==> src/rtl/fifo_rd_serializer.sv <==
`default_nettype none
// ============================================================================
// Module   : fifo_rd_serializer
// Purpose  : Drains a synchronous FIFO through its raw read port and emits
//            each COL_BIT_WIDTH-bit word as BEATS narrow beats on a
//            ready/valid stream, least-significant beat first, with a
//            last-beat marker.
// Ports    :
//   clk          in   clock, all state on rising edge
//   reset_n      in   asynchronous active-low reset
//   fifo_r_req   out  pop request to the FIFO (combinational)
//   fifo_r_data  in   FIFO read data, valid while popping
//   fifo_r_stall in   FIFO empty
//   out_valid    out  beat valid
//   out_ready    in   consumer accepts beat
//   out_data     out  current beat
//   out_last     out  current beat is the final beat of the word
//   busy         out  a word is held (or prefetched)
// Options  : define FIFO_RD_SER_PREFETCH_EN to add a one-word prefetch
//            register that frees the FIFO slot while the current word is
//            still being shifted out.
// Revision : 1.0 - initial release
// ============================================================================
module fifo_rd_serializer #(
    parameter int COL_BIT_WIDTH = 32,
    parameter int BEAT_WIDTH    = 8
) (
    input  logic                     clk,
    input  logic                     reset_n,
    output logic                     fifo_r_req,
    input  logic [COL_BIT_WIDTH-1:0] fifo_r_data,
    input  logic                     fifo_r_stall,
    output logic                     out_valid,
    input  logic                     out_ready,
    output logic [BEAT_WIDTH-1:0]    out_data,
    output logic                     out_last,
    output logic                     busy
);

    localparam int BEATS = COL_BIT_WIDTH / BEAT_WIDTH;
    localparam int CNT_W = $clog2(BEATS);
    localparam logic [CNT_W-1:0] c_LAST_BEAT = CNT_W'(BEATS - 1);

    generate
        if ((COL_BIT_WIDTH % BEAT_WIDTH) != 0 || BEATS < 2) begin : g_param_check
            $fatal(1, "fifo_rd_serializer: COL_BIT_WIDTH must be a multiple of BEAT_WIDTH with at least 2 beats");
        end
    endgenerate

    typedef enum logic [0:0] {
        S_IDLE  = 1'b0,
        S_SHIFT = 1'b1
    } state_t;

    state_t                   r_state;
    logic [COL_BIT_WIDTH-1:0] r_shreg;
    logic [CNT_W-1:0]         r_beat_cnt;

    logic w_last;
    logic w_hs;
    logic w_last_hs;
    logic w_pop;

    assign w_last    = (r_state == S_SHIFT) && (r_beat_cnt == c_LAST_BEAT);
    assign w_hs      = (r_state == S_SHIFT) && out_ready;
    assign w_last_hs = w_hs && w_last;

`ifdef FIFO_RD_SER_PREFETCH_EN
    logic [COL_BIT_WIDTH-1:0] r_pf;
    logic                     r_pf_valid;

    // In SHIFT an empty prefetch slot is always refilled when the FIFO has
    // data. On a last-beat handshake that same pop feeds the shift register
    // directly instead, so there is never more than one pop per cycle.
    assign w_pop = (r_state == S_IDLE) ? !fifo_r_stall : (!r_pf_valid && !fifo_r_stall);
    assign busy  = (r_state != S_IDLE) || r_pf_valid;
`else
    assign w_pop = (r_state == S_IDLE) ? !fifo_r_stall : (w_last_hs && !fifo_r_stall);
    assign busy  = (r_state != S_IDLE);
`endif

    // Gated by reset so no word is ever popped while it cannot be captured.
    assign fifo_r_req = w_pop && reset_n;

    assign out_valid = (r_state == S_SHIFT);
    assign out_data  = r_shreg[BEAT_WIDTH-1:0];
    assign out_last  = w_last;

    always_ff @(posedge clk or negedge reset_n) begin
        if (!reset_n) begin
            r_state    <= S_IDLE;
            r_shreg    <= '0;
            r_beat_cnt <= '0;
`ifdef FIFO_RD_SER_PREFETCH_EN
            r_pf       <= '0;
            r_pf_valid <= 1'b0;
`endif
        end else begin
            case (r_state)
                S_IDLE: begin
                    if (w_pop) begin
                        r_shreg    <= fifo_r_data;
                        r_beat_cnt <= '0;
                        r_state    <= S_SHIFT;
                    end
                end
                S_SHIFT: begin
                    if (w_hs && !w_last) begin
                        r_shreg    <= r_shreg >> BEAT_WIDTH;
                        r_beat_cnt <= r_beat_cnt + 1'b1;
                    end else if (w_last_hs) begin
                        r_beat_cnt <= '0;
`ifdef FIFO_RD_SER_PREFETCH_EN
                        if (r_pf_valid) begin
                            r_shreg    <= r_pf;
                            r_pf_valid <= 1'b0;
                        end else
`endif
                        if (!fifo_r_stall) begin
                            // Zero-bubble reload of the next word.
                            r_shreg <= fifo_r_data;
                        end else begin
                            r_shreg <= '0;
                            r_state <= S_IDLE;
                        end
                    end
`ifdef FIFO_RD_SER_PREFETCH_EN
                    if (w_pop && !w_last_hs) begin
                        r_pf       <= fifo_r_data;
                        r_pf_valid <= 1'b1;
                    end
`endif
                end
                default: r_state <= S_IDLE;
            endcase
        end
    end

endmodule
`default_nettype wire

==> config.mk <==
export PLATFORM = sky130hd
export DESIGN_NAME = fifo_rd_serializer
export DESIGN_NICKNAME = d
export VERILOG_FILES = /design/src/rtl/fifo_rd_serializer.sv
export SDC_FILE = /design/constraint.sdc
export NUM_CORES = 1
export LEC_CHECK = 0
export ABC_CLOCK_PERIOD_IN_PS = 2240
export CAP_MARGIN = 15
export CORE_MARGIN = 10
export CORE_UTILIZATION = 51
export DETAILED_ROUTE_END_ITERATION = 10
export PLACE_DENSITY = 0.8
export SYNTH_ARGS = -nofsm -noshare
export SYNTH_HDL_FRONTEND = slang
export SYNTH_SLANG_ARGS = --single-unit
==> constraint.sdc <==
create_clock -name clk -period 2.24 [get_ports clk]
set_clock_uncertainty 0.1 [all_clocks]
set_input_delay 0.336 -clock clk [delete_from_list [all_inputs] [get_ports clk]]
set_output_delay 0.336 -clock clk [all_outputs]
set_load 0.02 [all_outputs]
==> results.ini <==
[logic_synthesis]
syn_area_sq_mm = 0.00232
synth.largest_area_cell = dfrtp_1
synth_cells = 249
synth_compound_area_share_pct = 33.7
yosysWarnings = 0
synth-main-ff-cell = dfrtp_1
synth-seq-cells = 35
yosysTopAreaCellShare_pct = 37.7
synthXorXnorAreaFrac_pct = 0
synth.yosys.seq_area_share_pct = 37.7
muxShareOfSynthArea_pct = 0.431
synth_area_leaders = dfrtp_1, a211oi_2, nor2b_1
async_flop_share_pct = 100
synthAdderAreaFrac_pct = 0.539
synth_top_family_by_area = compound AO/OA/AOI/OAI gates
synth.net_count = 286
synth_edf_count = 0
ys_types = 29
avgSynthCellArea_sq_um = 9.32
synth-simple-area-share_pct = 15.0

[drt]
vias_per_cell = 6.00
vias = 2028
first_pass_iters = 4
drc = 0
wire_per_inst_um = 18.0
drtAntennaViolNets = 0
wl_mm = 6.08
drt_iter0_drc = 187

[floorplan]
die-area_sq_mm = 0.00765
pin_count = 48
core_sq_mm = 0.00438
die_y_um = 87.5
initial_core_util_pct = 52.9
fp.dieW_um = 87.5
num_rows = 24

[final_layout]
finalNetCount = 322
area_delta_synth_final_pct = 22.2
num-fill-cells = 377
drive_gt1_share_pct = 15.0
num_antenna_cells = 0
register_area_sq_um = 876
fin_area_sq_mm = 0.00284
multiInputGateArea_sq_mm = 0.00115

[setup_path]
crit_path_max_incr_delay_ns = 0.63
r2r_cells = 7
arrival_ns = 1.66
crit_start = busy$_DFF_PN0_
required_ns = 1.80
r2r-end = r_shreg[1]$_DFFE_PN0P_
crit_path_end_kind = output port
cp-endpoint = busy
r2r_start = r_beat_cnt[0]$_DFFE_PN0P_
critPathMaxFanout = 12
r2r_slack_ns = 0.22
path_class = reg2out
crit_path_start_kind = register
crit_slowest_cell = clkdlybuf4s50_1
crit_chain = buf_4 > clkdlybuf4s50_1

[power_and_ir_drop]
leakage_nw = 1.26
peakVddDrop_v = 0.000620
power.total_mw = 3.06
power_density_mw_per_mm2 = 1080

[grt]
grt_use_total_pct = 16.5
grt_pass1_wl_mm = 10.3
grt_max_degree = 36
antenna_found_initial = 0
grt_pass1_vias = 2068
overflow = 0

[placement]
dpl_cell_area_sq_mm = 0.00274
dp_hpwl_mm = 4.26
place.gp.congestion = 0.835
portBuffers = 47

[clock_network]
cts_tree = yes
cts.sinks = 35
cts_max_level = 2
cts_hold_buf = 0
root_buffer = clkbuf_8
clkTransAtPathRegs_ns = 0.07
cts_setup_buffers = 0
clockBufferDepth = 2
clk_latency_ns = 0.29
cts_buffers = 5

[sta]
rsz0062_at_grt = no
fin_setup_tns_ns = 0
slew_headroom_pct = 69.4
setup_violations = 0
drv_slew = 0
worst_pin_slew_ns = 0.458
finalHoldViolCount = 0
period_needed_ns = 2.10
whs_ns = 0.408
fmax_mhz = 477
period_share_pct = 93.7

[job]
cap_violations = 0

[hold_path]
hold_path.class = in2async

[run_status]
outcome = finished clean

[critical path, delay by kind of cell (launching register included)]
| family | cells | cell delay, ns |
|---|---|---|
| DFF | 1 | 0.49 |
| buffers and inverters | 2 | 0.88 |
[power breakdown]
part,internal [mW],switching [mW],total (mW)
clock network,0.281,0.233,0.514
registers,0.882,0.188,1.07
logic,0.732,0.747,1.48
total,1.89,1.17,3.06
[worst min path at each step]
stage | start | endpoint | slack [ns] | cells past startpoint
2_1_floorplan | reset_n | busy$_DFF_PN0_ | -0.06 | 0
3_3_place_gp | r_shreg[29]$_DFFE_PN0P_ | r_shreg[29]$_DFFE_PN0P_ | 0.38 | 1
3_5_place_dp | r_shreg[28]$_DFFE_PN0P_ | r_shreg[28]$_DFFE_PN0P_ | 0.39 | 1
4_1_cts | r_shreg[29]$_DFFE_PN0P_ | r_shreg[29]$_DFFE_PN0P_ | 0.41 | 1
5_1_grt | r_shreg[29]$_DFFE_PN0P_ | r_shreg[29]$_DFFE_PN0P_ | 0.42 | 1
6_report | reset_n | r_shreg[1]$_DFFE_PN0P_ | 0.41 | 2
[metrics by stage]
| stage | util, % | std cells | worst slack [ns] |
|---|---|---|---|
| after detailed placement | 62.4 | 330 | -0.0411 |
| after global routing | 64.7 | 338 | 0.0596 |
| after global placement | 62.4 | 330 | -0.0498 |
| after floorplan | - | 249 | 0.418 |
| after CTS | 64.7 | 338 | 0.141 |
| final | 64.7 | 338 | 0.142 |
[registers in the layout (all words and copies together) (netlist names)]
| name | count |
|---|---|
| r_shreg | 32 |
| r_beat_cnt | 2 |
| busy | 1 |
[layout make-up]
cell class                      count  area share [%]
Tap cell                           52            2.29
Clock buffer                        8            3.53
Sequential cell                    35            30.9
Timing Repair Buffer               58            19.4
Multi-Input combinational cell    161            40.7
Inverter                           24            3.18
[synthesized netlist by cell type, types with 2 or more instances]
master and count:
nand2_1 7, nor2b_1 19, nand2b_1 17, a22o_1 10, inv_1 24, o32ai_1 8
o22ai_1 17, o21ai_1 23, a32oi_1 2, a211oi_1 2, clkbuf_1 5, buf_6 4
buf_2 3, a211oi_2 20, and2_1 2, dfrtp_1 35, buf_4 15, o21ai_0 21
clkbuf_2 2, and2b_1 4
[routing by layer]
layer	global-route usage [%]	up-vias	wire, um
met5	0	-	0
met4	4.78	0	104
met1	20.5	993	2630
met3	4.59	12	362
met2	27.0	70	2980
li1	-	953	-
[cells in the final DEF, fill, tap and decap left out, types with 8 or more instances in the layout]
cell / count
a211oi_2: 20
a22o_1: 10
buf_4: 11
clkdlybuf4s50_1: 45
dfrtp_1: 35
inv_1: 24
nand2b_1: 17
nor2b_1: 19
o21ai_0: 21
o21ai_1: 23
o22ai_1: 17
o32ai_1: 8
[cell families after synthesis]
family | count (synthesis)
AOI/OAI and AO/OA | 104
and+or+nand+nor | 55
buffers and inverters | 53
DFF | 35
muxes | 1
adders and majority gates | 1
[timing repair]
item,in CTS,in global routing
setup endpoints to repair,2,0
gates resized for setup,2,0
hold endpoints to repair,0,0
Power figures use the tool's default switching activity.
